**config.mk**
```make
export PLATFORM = sky130hd
export DESIGN_NAME = reorder_buffer_flat
export DESIGN_NICKNAME = d
export VERILOG_FILES = /design/src/rtl/reorder_buffer_if.sv /design/src/rtl/reorder_buffer.sv /design/src/flat_wrapper.sv
export SDC_FILE = /design/constraint.sdc
export NUM_CORES = 1
export LEC_CHECK = 0
export ABC_CLOCK_PERIOD_IN_PS = 4600
export CORE_MARGIN = 4
export CORE_UTILIZATION = 30
export CTS_BUF_LIST = sky130_fd_sc_hd__clkbuf_8
export DETAILED_ROUTE_END_ITERATION = 8
export SETUP_SLACK_MARGIN = 0.4
export SYNTH_ARGS = -nofsm -noshare
export SYNTH_HDL_FRONTEND = slang
export SYNTH_SLANG_ARGS = --single-unit
```
**constraint.sdc**
```tcl
create_clock -name clk_in -period 4.6 [get_ports clk_in]
set_input_delay 1.15 -clock clk_in [delete_from_list [all_inputs] [get_ports clk_in]]
set_output_delay 1.15 -clock clk_in [all_outputs]
set_load 0.05 [all_outputs]
```
**src/rtl/reorder_buffer_if.sv**
```systemverilog
// Dispatcher / execution / commit bus of the reorder buffer.
interface reorder_buffer_if #(
    parameter int unsigned RoB_WIDTH = 3
);
    logic                 alloc_en;
    logic [4:0]           alloc_rd;
    logic                 alloc_is_branch;
    logic                 alloc_ready;
    logic [RoB_WIDTH-1:0] alloc_index;

    logic                 wb_en;
    logic [RoB_WIDTH-1:0] wb_index;
    logic [31:0]          wb_data;
    logic                 wb_mispredict;
    logic [31:0]          wb_target;

    logic                 rf_update_en;
    logic [4:0]           rf_update_reg;
    logic [RoB_WIDTH-1:0] rf_update_index;
    logic [31:0]          rf_update_data;
    logic                 flush_out;
    logic [31:0]          flush_pc;

    // Pipeline side: dispatches, writes back, consumes commits and flushes.
    modport master (
        output alloc_en, alloc_rd, alloc_is_branch,
        output wb_en, wb_index, wb_data, wb_mispredict, wb_target,
        input  alloc_ready, alloc_index,
        input  rf_update_en, rf_update_reg, rf_update_index, rf_update_data,
        input  flush_out, flush_pc
    );

    // Reorder buffer side.
    modport slave (
        input  alloc_en, alloc_rd, alloc_is_branch,
        input  wb_en, wb_index, wb_data, wb_mispredict, wb_target,
        output alloc_ready, alloc_index,
        output rf_update_en, rf_update_reg, rf_update_index, rf_update_data,
        output flush_out, flush_pc
    );
endinterface

```
**src/rtl/reorder_buffer.sv**
```systemverilog
// Circular in-order commit buffer: allocates at tail, completes by index,
// retires from head into the register file and raises flush on a mispredict.
module reorder_buffer #(
    parameter int unsigned RoB_WIDTH = 3
) (
    input  logic             clk_in,
    input  logic             rst_in,
    input  logic             rdy_in,
    reorder_buffer_if.slave  bus
);
    localparam int unsigned RoB_SIZE = 1 << RoB_WIDTH;
    localparam int unsigned CNT_W    = RoB_WIDTH + 1;

    logic [RoB_WIDTH-1:0] head;
    logic [RoB_WIDTH-1:0] tail;
    logic [CNT_W-1:0]     count;
    logic [RoB_SIZE-1:0]  busy;
    logic [RoB_SIZE-1:0]  ready;

    logic [4:0]           rd_mem     [RoB_SIZE];
    logic [RoB_SIZE-1:0]  br_mem;
    logic [RoB_SIZE-1:0]  mis_mem;
    logic [31:0]          data_mem   [RoB_SIZE];
    logic [31:0]          target_mem [RoB_SIZE];

    logic                 upd_en;
    logic [4:0]           upd_reg;
    logic [RoB_WIDTH-1:0] upd_index;
    logic [31:0]          upd_data;
    logic                 flush;
    logic [31:0]          flush_target;

    logic                 full_c;
    logic                 alloc_ok_c;
    logic                 wb_ok_c;
    logic                 commit_c;
    logic                 flush_c;

    // Per-cycle decisions, all from registered state; the flush cycle blocks everything.
    always_comb begin
        full_c     = (count == CNT_W'(RoB_SIZE));
        alloc_ok_c = bus.alloc_en && !full_c && !flush;
        wb_ok_c    = bus.wb_en && busy[bus.wb_index] && !flush;
        commit_c   = !flush && busy[head] && ready[head];
        flush_c    = commit_c && br_mem[head] && mis_mem[head];
    end

    // Entry payload; validity is tracked by busy/ready so no reset is needed here.
    always_ff @(posedge clk_in) begin
        if (rdy_in) begin
            if (alloc_ok_c && !flush_c) begin
                rd_mem[tail]  <= bus.alloc_rd;
                br_mem[tail]  <= bus.alloc_is_branch;
                mis_mem[tail] <= 1'b0;
            end
            if (wb_ok_c) begin
                data_mem[bus.wb_index]   <= bus.wb_data;
                mis_mem[bus.wb_index]    <= bus.wb_mispredict;
                target_mem[bus.wb_index] <= bus.wb_target;
            end
        end
    end

    // Pointers, occupancy, entry status and registered commit/flush outputs.
    always_ff @(posedge clk_in) begin
        if (rst_in) begin
            head         <= '0;
            tail         <= '0;
            count        <= '0;
            busy         <= '0;
            ready        <= '0;
            upd_en       <= 1'b0;
            upd_reg      <= '0;
            upd_index    <= '0;
            upd_data     <= '0;
            flush        <= 1'b0;
            flush_target <= '0;
        end else if (rdy_in) begin
            upd_en <= 1'b0;
            flush  <= 1'b0;
            if (commit_c) begin
                upd_en    <= (rd_mem[head] != 5'd0);
                upd_reg   <= rd_mem[head];
                upd_index <= head;
                upd_data  <= data_mem[head];
            end
            if (flush_c) begin
                flush        <= 1'b1;
                flush_target <= target_mem[head];
                head         <= '0;
                tail         <= '0;
                count        <= '0;
                busy         <= '0;
                ready        <= '0;
            end else begin
                if (wb_ok_c) begin
                    ready[bus.wb_index] <= 1'b1;
                end
                if (commit_c) begin
                    busy[head]  <= 1'b0;
                    ready[head] <= 1'b0;
                    head        <= head + RoB_WIDTH'(1);
                end
                if (alloc_ok_c) begin
                    busy[tail]  <= 1'b1;
                    ready[tail] <= 1'b0;
                    tail        <= tail + RoB_WIDTH'(1);
                end
                count <= count + CNT_W'(alloc_ok_c) - CNT_W'(commit_c);
            end
        end
    end

    assign bus.alloc_ready     = !full_c;
    assign bus.alloc_index     = tail;
    assign bus.rf_update_en    = upd_en;
    assign bus.rf_update_reg   = upd_reg;
    assign bus.rf_update_index = upd_index;
    assign bus.rf_update_data  = upd_data;
    assign bus.flush_out       = flush;
    assign bus.flush_pc        = flush_target;
endmodule

```
**src/flat_wrapper.sv**
```systemverilog
// flat-port wrapper written by rule: the top's interface ports become plain ports
module reorder_buffer_flat 
#(
    parameter int unsigned RoB_WIDTH = 3
)
  (clk_in, rst_in, rdy_in, bus_alloc_en, bus_alloc_rd, bus_alloc_is_branch, bus_wb_en, bus_wb_index, bus_wb_data, bus_wb_mispredict, bus_wb_target, bus_alloc_ready, bus_alloc_index, bus_rf_update_en, bus_rf_update_reg, bus_rf_update_index, bus_rf_update_data, bus_flush_out, bus_flush_pc);
  reorder_buffer_if #(.RoB_WIDTH(RoB_WIDTH)) bus_i ();
  input  logic clk_in;
  input  logic rst_in;
  input  logic rdy_in;
  input wire logic [$bits(bus_i.alloc_en)-1:0] bus_alloc_en;
  input wire logic [$bits(bus_i.alloc_rd)-1:0] bus_alloc_rd;
  input wire logic [$bits(bus_i.alloc_is_branch)-1:0] bus_alloc_is_branch;
  input wire logic [$bits(bus_i.wb_en)-1:0] bus_wb_en;
  input wire logic [$bits(bus_i.wb_index)-1:0] bus_wb_index;
  input wire logic [$bits(bus_i.wb_data)-1:0] bus_wb_data;
  input wire logic [$bits(bus_i.wb_mispredict)-1:0] bus_wb_mispredict;
  input wire logic [$bits(bus_i.wb_target)-1:0] bus_wb_target;
  output wire logic [$bits(bus_i.alloc_ready)-1:0] bus_alloc_ready;
  output wire logic [$bits(bus_i.alloc_index)-1:0] bus_alloc_index;
  output wire logic [$bits(bus_i.rf_update_en)-1:0] bus_rf_update_en;
  output wire logic [$bits(bus_i.rf_update_reg)-1:0] bus_rf_update_reg;
  output wire logic [$bits(bus_i.rf_update_index)-1:0] bus_rf_update_index;
  output wire logic [$bits(bus_i.rf_update_data)-1:0] bus_rf_update_data;
  output wire logic [$bits(bus_i.flush_out)-1:0] bus_flush_out;
  output wire logic [$bits(bus_i.flush_pc)-1:0] bus_flush_pc;
  assign bus_i.alloc_en = bus_alloc_en;
  assign bus_i.alloc_rd = bus_alloc_rd;
  assign bus_i.alloc_is_branch = bus_alloc_is_branch;
  assign bus_i.wb_en = bus_wb_en;
  assign bus_i.wb_index = bus_wb_index;
  assign bus_i.wb_data = bus_wb_data;
  assign bus_i.wb_mispredict = bus_wb_mispredict;
  assign bus_i.wb_target = bus_wb_target;
  assign bus_alloc_ready = bus_i.alloc_ready;
  assign bus_alloc_index = bus_i.alloc_index;
  assign bus_rf_update_en = bus_i.rf_update_en;
  assign bus_rf_update_reg = bus_i.rf_update_reg;
  assign bus_rf_update_index = bus_i.rf_update_index;
  assign bus_rf_update_data = bus_i.rf_update_data;
  assign bus_flush_out = bus_i.flush_out;
  assign bus_flush_pc = bus_i.flush_pc;
  reorder_buffer #(.RoB_WIDTH(RoB_WIDTH)) u_core (.clk_in(clk_in), .rst_in(rst_in), .rdy_in(rdy_in), .bus(bus_i));
endmodule
```
# --- Word level (Yosys, flattened, before mapping) ---
# Memories as Yosys holds them, arrays and structs flattened. A register that Yosys moved wholly into a read port is not among the register bits.
# Cells that the tools add are included.
classes:
  n_mux: 52
  addsub: 4
  reduce_logical: 23
  magnitude_cmp: 6
  n_eq_ne: 1
  n_bitwise: 8
op_table:
  columns: ["operator", "n"]
  rows:
  - ["8-bit two-way mux", 19]
  - ["8-bit bitwise AND", 4]
  - ["3-bit two-way mux", 6]
  - ["8-bit bitwise mux", 2]
  - ["1-bit two-way mux", 16]
  - ["8-bit inverter", 2]
  - ["8-bit bitwise OR", 2]
  - ["1-bit binary-select mux with 3-bit select", 5]
  - ["1-bit logical AND", 12]
  - ["3-bit by 4-bit < comparator with 1-bit output, second input constant", 3]
  - ["2-bit AND reduction", 5]
  - ["1-bit demux with 3-bit select", 3]
  - ["3-bit by 1-bit >= comparator with 1-bit output, second input constant", 3]
  - ["3-bit by 1-bit adder with 3-bit output, second input constant", 2]
  - ["5-bit nonzero test", 1]
  - ["4-bit by 1-bit adder with 4-bit output", 1]
  - ["4-bit == test, second input constant", 1]
  - ["4-bit two-way mux", 1]
  - ["2-bit nonzero test", 2]
  - ["4-bit by 1-bit subtractor with 4-bit output", 1]
  - ["1-bit logical NOT", 3]
totals:
  out_inout_bits: 78
  ramBits: 552
  in_bits: 79
  memories: 3
  word_cells: 108
  register_bits: 52
memory_table:
  columns: ["memory", "words", "word_bits", "rd", "rd_clocked_by_memory_dff", "write_ports", "line", "rtl"]
  rows:
  - ["u_core.data_mem", 8, 32, 1, 1, 1, "reorder_buffer.sv:23", "logic [31:0] data_mem [RoB_SIZE];"]
  - ["u_core.target_mem", 8, 32, 1, 1, 1, "reorder_buffer.sv:24", "logic [31:0] target_mem [RoB_SIZE];"]
  - ["u_core.rd_mem", 8, 5, 1, 1, 1, "reorder_buffer.sv:20", "logic [4:0] rd_mem [RoB_SIZE];"]

# --- Logic depth before layout (Yosys ltp) ---
# Gate-level depths: netlist (run 1).
logic_depth:
  word_depth: 17
  mapped_depth: 14
  ltp_nobuf: 12

# --- Worst setup path before layout (run 1) ---
# No wires, ideal clock.
synth_timing:
  kind: "input-to-reg"
  start: "in rdy_in"
  end: "mem u_core.data_mem[2][0], enable pin"
  path_stages: 4
  setup_time_ns: 0.487
  setup_slack_ns: -0.313
  required_time_ns: 4.113
  arrival_time_ns: 4.426
  path_buffers: 2
  cell_sequence: "clkbuf_1 -> inv_1 -> clkbuf_1 -> nor2_1"
synth_between:
  elab_chain_len: 2
synth_lines:
  columns: ["item", "line", "rtl"]
  rows:
  - ["from (decl)", "flat_wrapper.sv:10", "input logic rdy_in;"]
  - ["1-bit two-way mux", "reorder_buffer.sv:50", "if (rdy_in) begin"]
  - ["1-bit two-way mux (not written as such)", "reorder_buffer.sv:57", "data_mem[bus.wb_index] <= bus.wb_data;"]
  - ["to (decl)", "reorder_buffer.sv:23", null]
# No other way between the ends.

# --- Final worst setup path (run 1) ---
layout_timing:
  start: "reg u_core.head[0]"
  end: "mem u_core.rd_mem[4][3], enable pin"
layout_between:
  elab_chain_len: 11
  word_cells_on_any_way: 17
  cone_classes: "mux (11); reduce/logical (6)"
layout_lines:
  columns: ["item", "line", "rtl"]
  rows:
  - ["from (decl)", "reorder_buffer.sv:14", "logic [RoB_WIDTH-1:0] head;"]
  - ["from (signal assigned)", "reorder_buffer.sv:102", "head <= head + RoB_WIDTH'(1);"]
  - ["1-bit binary-select mux with 3-bit select", "reorder_buffer.sv:44", "commit_c = !flush && busy[head] && ready[head];"]
  - ["1-bit two-way mux (not written as such)", "reorder_buffer.sv:44", null]
  - ["1-bit logical AND (2 in series)", "reorder_buffer.sv:44", null]
  - ["1-bit logical AND", "reorder_buffer.sv:45", "flush_c = commit_c && br_mem[head] && mis_mem[head];"]
  - ["1-bit logical AND *", "reorder_buffer.sv:45", null]
  - ["1-bit logical NOT *", "reorder_buffer.sv:51", "if (alloc_ok_c && !flush_c) begin"]
  - ["1-bit logical AND *", "reorder_buffer.sv:51", null]
  - ["1-bit two-way mux *", "reorder_buffer.sv:51", null]
  - ["1-bit two-way mux *", "reorder_buffer.sv:50", null]
  - ["1-bit two-way mux (not written as such) *", "reorder_buffer.sv:52", "rd_mem[tail] <= bus.alloc_rd;"]
  - ["to (decl)", "reorder_buffer.sv:20", null]
# Every way passes the cells marked *; elsewhere a longest branch is shown, timed or not. The select of a mux whose other input is x is not followed.

==> metrics list, run 1 <==
* Status: completed
- DIE WIDTH: 301.6 um
- Based on the critical path, the design can be clocked at up to 271.3 MHz.
- Nets: 1910
- Each instance of the synthesized netlist takes up on average 15.95 sq um.
* Number of nets still failing antenna checks after routing: 0
- Vias per cell: 5.091
- Sequential cell area fraction in the yosys report: 73.92%
* Total length of routed wires: 72880 um
* WP data required: 4.95 ns
- The cell count after synthesis came out at 1622.
* Unique cell type count in the Yosys netlist: 64
- Class of the tightest hold or removal check: register to register
- Post-synthesis sequential element count: 671
* DRC viols: 0
* Reg clk slew, reported paths: 0.06 ns
- Critical path launch point: u_core.head[0]$_SDFFE_PP0P_
- Starting DRT DRC Count: 1421
* Final setup violation count: 0
* Max-cap violations: 0
- The first detailed-routing pass took 5 iterations.
- Unrepaired setup endpoints after global routing: false
* CTS Sinks: 671
- Height of the die: 301.6 um
- Crit-path max FO: 30
- Worst EP arrival: 4.04 ns
- Core outline area: 0.08541 sq mm
* Area after DPL: 0.02883 sq mm
- In this run the critical register-to-register path is launched from u_core.head[0]$_SDFFE_PP0P_.
* Overall Global Routing Usage: 15.71%
- Of the available clock period, the critical path in the final layout requires 80.13%.
- Gates resized during post-CTS repair numbered 0.
- Synthesis produced a netlist with a net count of 1709.
- Pwr per Cell Area: 384.5 mW/mm^2
- For this run, the number of Yosys warnings is 0.
* Clock Skews: 0.05453 ns
- Row cnt: 107
- Via count of the routed design: 15580
* Routing usage on met3: 3.376%
* Beginning of the worst hold path: u_core.bus.flush_pc[16]$_SDFFE_PP0P_
* Leakage power: 0.009632 uW
* Max_slew headroom: 20.19%
- The final number of max-transition violations is 0.
* Worst supply voltage drop on vdd: 0.2171 mV
- Largest regs: u_core.data_mem (256), u_core.target_mem (256), u_core.rd_mem (40)
- Met1 track demand over resource: 21.51%
- RePlAce Congestion: 0.8084
- Source-to-sink clock delay at the later pin of the worst-skew pair: 0.77 ns
* Critical Path Source Type: register
- Summing every instance area after synthesis gives 0.02586 sq mm.
- Area growth, synth to finish: 19.66%
- Number of synthesized flops with an enable pin: 568
- For this design, the CTS-stage hold fixing added 0 buffers.
* Global-route met2 utilization: 25.19%
* Fraction of layout cells with a size suffix above 1: 15.77%
* Top-level port count: 157
- STA classifies the critical path endpoint as a register.
* Clock tree from TritonCTS: yes
* Pin count of the biggest net entering global routing: 74
- Starting utilization of the core area: 30.28%
- Count of final hold-check violations: 0
- Commonest register cell after synthesis: sky130_fd_sc_hd__edfxtp_1
- Proportion of synthesized flip-flops having asynchronous set or reset: 0%
* Overall die area: 0.09098 sq mm
* Hold slack final: 0.4674 ns
- Clock period minus final worst setup slack: 3.686 ns
- Clock buffer count from CTS: 107
- Wire length of the first global-routing pass: 106400 um
* Sum of negative setup slack: 0 ns
- Average wire length per cell after detail routing: 23.81 um
- Summed over all nets, the half-perimeter wirelength after detailed placement is 43030 um.
* Vias in the first global route: 15660
* Root Driver: sky130_fd_sc_hd__clkbuf_8
* Worst-margin pin slew: 1.196 ns
* Antenna violations before repair: 8
* GRT Residual Overflow: 0
* Htree depth: 3
* Buffers added on ports: 156
- After filler insertion, the fill cell instance count of the layout stands at 8118.
- CP Class: register to register
* Longest Clk Path Bufs: 3
- Post-Layout Inst Area: 0.03095 sq mm
- The global routing stage identified its most utilized layer as met2.
* Post-CTS setup buffers: 0
## synthesized netlist by cell type (5+ instances only)
cell | count | share of area [%]
sky130_fd_sc_hd__a21oi_1 | 100 | 1.9
sky130_fd_sc_hd__clkbuf_1 | 43 | 0.62
sky130_fd_sc_hd__nand2_1 | 75 | 1.1
sky130_fd_sc_hd__edfxtp_1 | 568 | 66
sky130_fd_sc_hd__mux2_2 | 41 | 1.8
sky130_fd_sc_hd__buf_2 | 37 | 0.72
sky130_fd_sc_hd__o21ai_0 | 39 | 0.75
sky130_fd_sc_hd__a22oi_1 | 27 | 0.78
sky130_fd_sc_hd__nand3_1 | 21 | 0.41
sky130_fd_sc_hd__mux2i_1 | 80 | 3.1
sky130_fd_sc_hd__ha_1 | 7 | 0.34
sky130_fd_sc_hd__o22ai_1 | 13 | 0.31
sky130_fd_sc_hd__nor2_1 | 119 | 1.7
sky130_fd_sc_hd__a221oi_1 | 59 | 2.0
sky130_fd_sc_hd__buf_4 | 16 | 0.46
sky130_fd_sc_hd__a31oi_1 | 20 | 0.48
sky130_fd_sc_hd__nor3_1 | 25 | 0.48
sky130_fd_sc_hd__a222oi_1 | 8 | 0.31
sky130_fd_sc_hd__inv_1 | 9 | 0.13
sky130_fd_sc_hd__a22o_1 | 17 | 0.58
sky130_fd_sc_hd__buf_6 | 5 | 0.22
sky130_fd_sc_hd__a311oi_1 | 5 | 0.17
sky130_fd_sc_hd__o31ai_1 | 5 | 0.15
sky130_fd_sc_hd__nor2b_1 | 9 | 0.22
sky130_fd_sc_hd__a211oi_2 | 10 | 0.48
sky130_fd_sc_hd__mux4_2 | 34 | 3.0
sky130_fd_sc_hd__dfxtp_1 | 103 | 8.0
sky130_fd_sc_hd__a211oi_1 | 40 | 1.2
sky130_fd_sc_hd__nand2b_1 | 6 | 0.15
sky130_fd_sc_hd__and3_1 | 20 | 0.48
## worst max-delay path: stages (launching register included)
cell and delay, ns:
sky130_fd_sc_hd__dfxtp_4 0.50, sky130_fd_sc_hd__nor2_2 0.96, sky130_fd_sc_hd__a22oi_1 0.25, sky130_fd_sc_hd__and3_1 0.27
sky130_fd_sc_hd__nand3_1 0.15, sky130_fd_sc_hd__nand2b_1 0.62, sky130_fd_sc_hd__and3_1 0.56
## layout make-up
class / instances / area, sq um / share of cell area [%]
diodes: 2 / 5.005 / 0.01617
clock buffers: 112 / 1541 / 4.981
clock inverters: 89 / 571.8 / 1.848
inverters: 12 / 45.04 / 0.1455
multi-input cells: 833 / 6264 / 20.24
flip-flops and latches: 671 / 19130 / 61.81
well taps: 1144 / 1431 / 4.625
repair buffers: 198 / 1962 / 6.339
## per-layer routing
metal / vias up / share of wire [%]
li1: 6882 / -
met3: 116 / 7.5
met2: 628 / 47
met5: - / 0.077
met4: 10 / 2.0
met1: 7948 / 43
## per-stage QoR
| step | power [uW] | instances | util (%) | setup WS (ns) |
|---|---|---|---|---|
| final | 11900 | 3061 | 36.23 | 0.9142 |
| after global routing | 12340 | 3061 | 36.23 | 0.8109 |
| after CTS | 12030 | 3059 | 36.23 | 0.8717 |
| after detailed placement | 7043 | 2858 | 33.75 | 0.5232 |
| after global placement | 7032 | 2858 | 33.75 | 0.6070 |
| after floorplan | 6855 | 1622 | - | -0.3125 |
## cell families (layout without fill, tap and decap cells)
logic type,Yosys count,count (layout),synth area share [%]
buf+inv,118,411,2.332
simple gates,292,292,5.031
compound gates,373,373,10.28
mux,156,156,7.885
xor+xnor,4,4,0.1355
flops,671,671,73.92
other cells,0,2,0
fa+ha+maj,8,8,0.4160
## layout by cell type, fill, tap and decap left out, types with 5 or more instances in the layout
cell type,instances
sky130_fd_sc_hd__a311oi_1,5
sky130_fd_sc_hd__o21ai_0,39
sky130_fd_sc_hd__edfxtp_1,568
sky130_fd_sc_hd__a31oi_1,20
sky130_fd_sc_hd__o22ai_1,13
sky130_fd_sc_hd__clkbuf_8,112
sky130_fd_sc_hd__a222oi_1,8
sky130_fd_sc_hd__clkinv_1,28
sky130_fd_sc_hd__nand3_1,20
sky130_fd_sc_hd__ha_1,7
sky130_fd_sc_hd__inv_1,46
sky130_fd_sc_hd__and3_1,19
sky130_fd_sc_hd__a21oi_1,100
sky130_fd_sc_hd__a22o_1,17
sky130_fd_sc_hd__nand2b_1,6
sky130_fd_sc_hd__nor3_1,24
sky130_fd_sc_hd__mux2_2,41
sky130_fd_sc_hd__a22oi_1,27
sky130_fd_sc_hd__buf_4,36
sky130_fd_sc_hd__buf_12,7
sky130_fd_sc_hd__a221oi_1,59
sky130_fd_sc_hd__nor2_1,105
sky130_fd_sc_hd__o31ai_1,5
sky130_fd_sc_hd__clkinv_2,14
sky130_fd_sc_hd__nand2_1,75
sky130_fd_sc_hd__clkdlybuf4s50_1,155
sky130_fd_sc_hd__dfxtp_1,100
sky130_fd_sc_hd__a211oi_1,40
sky130_fd_sc_hd__nor2_4,12
sky130_fd_sc_hd__mux2i_1,80
sky130_fd_sc_hd__a211oi_2,10
sky130_fd_sc_hd__nor2b_1,8
sky130_fd_sc_hd__mux4_2,34
## final timing paths
check,cells after the start,slack (ns),end
hold reg to reg,2,0.47,u_core.bus.flush_pc[16]$_SDFFE_PP0P_
setup reg to reg,6,0.91,u_core.rd_mem[4][3]$_DFFE_PP_
hold / removal,2,0.47,u_core.bus.flush_pc[16]$_SDFFE_PP0P_
setup / recovery,6,0.91,u_core.rd_mem[4][3]$_DFFE_PP_
## power by group
part / leakage [uW] / switching, uW / internal, uW
Sequential: 0.00595 / 13.5 / 6610
Combinational: 0.00247 / 190 / 105
Clock: 0.00122 / 2450 / 2530
Total: 0.00963 / 2650 / 9250
(Power assumes the default switching activity.)
==> run 2: changes to the inputs <==
--- a/config.mk
+++ b/config.mk
@@ -5,7 +5,7 @@
 export SDC_FILE = /design/constraint.sdc
 export NUM_CORES = 1
 export LEC_CHECK = 0
-export ABC_CLOCK_PERIOD_IN_PS = 4600
+export ABC_CLOCK_PERIOD_IN_PS = 3700
 export CORE_MARGIN = 4
 export CORE_UTILIZATION = 30
 export CTS_BUF_LIST = sky130_fd_sc_hd__clkbuf_8
==> constraint.sdc (replaced) <==
create_clock -name clk_in -period 3.7 [get_ports clk_in]
set_input_delay 0.925 -clock clk_in [delete_from_list [all_inputs] [get_ports clk_in]]
set_output_delay 0.925 -clock clk_in [all_outputs]
set_load 0.05 [all_outputs]
==> metrics list, run 2 (synthesis results as in run 1) <==
- Status: completed
* Row cnt: 107 (unchanged)
- Most used cell, CP: sky130_fd_sc_hd__buf_4
- Source-to-sink clock delay at the later pin of the worst-skew pair: 0.70 ns (-0.07 ns)
- The level count of the clock H-tree came to 3 (unchanged).
* Critical path buffer and inverter count: 2 (+2)
- Area growth, synth to finish: 21.36%
- Finished Core Util: 36.75% (+0.51 points)
* WP data required: 4.28 ns (-0.67 ns)
- The maximum fanout count along the critical path was 46 (+53%).
- Top library cells by usage in the layout, fill and taps aside: sky130_fd_sc_hd__edfxtp_1 (568), sky130_fd_sc_hd__clkdlybuf4s50_1 (154), sky130_fd_sc_hd__clkbuf_8 (118)
* Cells along the critical path: buf_4 > buf_4 > mux4_2 > a221oi_1 > a211oi_1
- The met3 layer wire length in the routed design came to 5723 um (+4.3%).
- Clk network pwr share: 43.1% (+1.2 points)
* Pwr per Cell Area: 482.2 mW/mm^2 (+25%)
- The post-cts hold buffer count is 0 (unchanged).
- The power share of the combinational group was 2.5% (about the same).
- The final number of max-transition violations came to 0 (unchanged).
- In this run the top signal layer used is met5.
- Max-cap violations: 0 (unchanged)
* Sum of negative setup slack: 0 ns (unchanged)
- The slowest stage of the critical path belongs to the cell sky130_fd_sc_hd__dfxtp_4.
- Met1 Routed Length: 32410 um (+3.2%)
- STA classifies the critical path startpoint as a register.
- Resized cells post-CTS: 1 (+1)
* Starting DRT DRC Count: 1749 (+23%)
- The global-route total usage across every layer came to 16.01% (+0.30 points).
* Reg clk slew, reported paths: 0.06 ns (about the same)
- Height of the die: 301.6 um (unchanged)
* Sequential share of power: 54.4% (-1.3 points)
- Average wire length per cell after detail routing: 24.00 um (+0.78%)
* Worst-margin pin slew: 0.9787 ns (-0.2172 ns)
- Final setup violation count: 0 (unchanged)
- The final period utilization came to 85.56% (+5.4 points).
- Nature of the critical path endpoint: register
* Largest regs: u_core.data_mem (256), u_core.target_mem (256), u_core.rd_mem (40)
* Leakage power: 0.009862 uW (+2.4%)
- The worst vdd rail ir drop is 0.2396 mV (+10%).
* R2R setup slack: 0.53 ns (-0.38 ns)
- Root Driver: sky130_fd_sc_hd__clkbuf_8
* Total length of routed wires: 74080 um (+1.6%)
* Via count of the routed design: 15770 (+1.2%)
- Number of nets still failing antenna checks after routing: 0 (unchanged)
* RePlAce Congestion: 0.8632 (+6.8%)
- The clock period minus worst slack is 3.166 ns (-0.5200 ns).
* Class of the tightest hold or removal check: register to register
- Power, Total: 15140 uW (+27%)
* Post-CTS setup buffers: 0 (unchanged)
* Overall die area: 0.09098 sq mm (unchanged)
- The total internal power is 11930 uW (+29%).
- The hold violation total from the final report came to 0 (unchanged).
* Starting utilization of the core area: 30.28% (unchanged)
- Core outline area: 0.08541 sq mm (unchanged)
- The die width is 301.6 um (unchanged).
- The number of clock sinks was 671 (unchanged).
- Hold slack final: 0.4738 ns (+0.006394 ns)
* Clock tree from TritonCTS: yes
- The number of buffers added by the clock tree synthesis step came to 106 (-0.93%).
- DRC viols: 0 (unchanged)
- The worst clock skew came to 0.03322 ns (-0.02131 ns).
- Post-layout instance count excluding filler cells: 3087 (+0.85%)
- The number of ports placed on the die boundary is 157 (unchanged).
- The share of cells above drive strength 1 is 17.17% (+1.4 points).
- The total congestion overflow is 0 (unchanged).
- The remaining max-slew budget at the tightest pin came to 34.76% (+15 points).
* Unrepaired setup endpoints after global routing: false
* Top delay family on crit path: buffers and inverters
- Pin count of the biggest net entering global routing: 105 (+42%)
* Cell count after placement: 2884 (+0.91%)
- Largest stage delay, worst path: 0.70 ns (-0.26 ns)
* Nets: 1935 (+1.3%)
- Longest Clk Path Bufs: 3 (unchanged)
- Leading cell type in the layout, fill and taps excluded: sky130_fd_sc_hd__edfxtp_1
* Antenna violations before repair: 8 (unchanged)
* Net switching share of the total power: 21.18% (-1.1 points)
* HPWL after detailed placement: 45040 um (+4.7%)
- The switching power total was 3205 uW (+21%).
- Worst EP arrival: 3.75 ns (-0.29 ns)
- Vias in the first global route: 15750 (+0.57%)
- Wire length of the first global-routing pass: 108500 um (+2.0%)
- The maximum frequency from static timing analysis was 315.9 MHz (+16%).
- CP Class: register to register
- Buffers added on ports: 156 (unchanged)
* Vias per cell: 5.110 (+0.37%)
- Amount of wire on met2 after detailed routing: 34400 um (-0.12%)
* First-pass DRT Iterations: 6 (+1)
==> run 2: changes by cell type in the layout (fill, tap and decap cells not counted), moves of 2 or more <==
| cell | change |
|---|---|
| sky130_fd_sc_hd__buf_12 | +10 |
| sky130_fd_sc_hd__buf_4 | +16 |
| sky130_fd_sc_hd__bufinv_16 | +5 |
| sky130_fd_sc_hd__clkbuf_8 | +6 |
| sky130_fd_sc_hd__clkinv_1 | -13 |
| sky130_fd_sc_hd__clkinv_2 | -3 |
| sky130_fd_sc_hd__diode_2 | +2 |
| sky130_fd_sc_hd__inv_1 | +5 |
| sky130_fd_sc_hd__inv_12 | +2 |
| sky130_fd_sc_hd__inv_16 | -4 |
==> run 2: metal layers <==
metal | vias up | GRT usage (%)
met5 | - | 0
met1 | 8041 | 22.39
met4 | 8 | 4.019
met2 | 661 | 25.36
met3 | 128 | 3.585
li1 | 6936 | -
==> run 2: through the flow <==
step                      area [sq um]  worst slack (ns)
after floorplan                  25880         0.0005631
after detailed placement         29150            0.5052
after CTS                        31380            0.5108
after global routing             31380            0.4018
final                            31390            0.5342
after global placement           29150            0.5572
==> run 2: final cells by class <==
type | count | area [sq um]
inverters | 12 | 45.04
multi-input cells | 833 | 6262
well taps | 1144 | 1431
flip-flops and latches | 671 | 19130
clock buffers | 118 | 1624
repair buffers | 224 | 2281
clock inverters | 81 | 605.6
diodes | 4 | 10.01
fillers | 8121 | 54030
==> run 2: worst reg2reg max path: cells and delay by family, from the launching register on <==
family          cells  cell delay [ns]
flops               1             0.70
buf+inv             2             1.19
mux                 1             0.55
compound gates      2             0.61
==> run 2: power groups by stage <==
stage | registers, uW | clock network [uW] | logic, uW
floorplan | 8400 | 0 | 123
global placement | 8390 | 0 | 371
detailed placement | 8390 | 0 | 378
CTS | 8230 | 6670 | 378
global route | 8230 | 7050 | 410
finish | 8230 | 6520 | 378
==> run 2: worst paths after layout <==
check | start | endpoint | cells past startpoint
setup reg to reg | u_core.head[0]$_SDFFE_PP0P_ | u_core.bus.rf_update_data[6]$_SDFFE_PP0P_ | 5
hold reg to reg | u_core.ready[1]$_SDFFE_PP0P_ | u_core.ready[1]$_SDFFE_PP0P_ | 2
setup / recovery | u_core.head[0]$_SDFFE_PP0P_ | u_core.bus.rf_update_data[6]$_SDFFE_PP0P_ | 5
hold / removal | u_core.ready[1]$_SDFFE_PP0P_ | u_core.ready[1]$_SDFFE_PP0P_ | 2
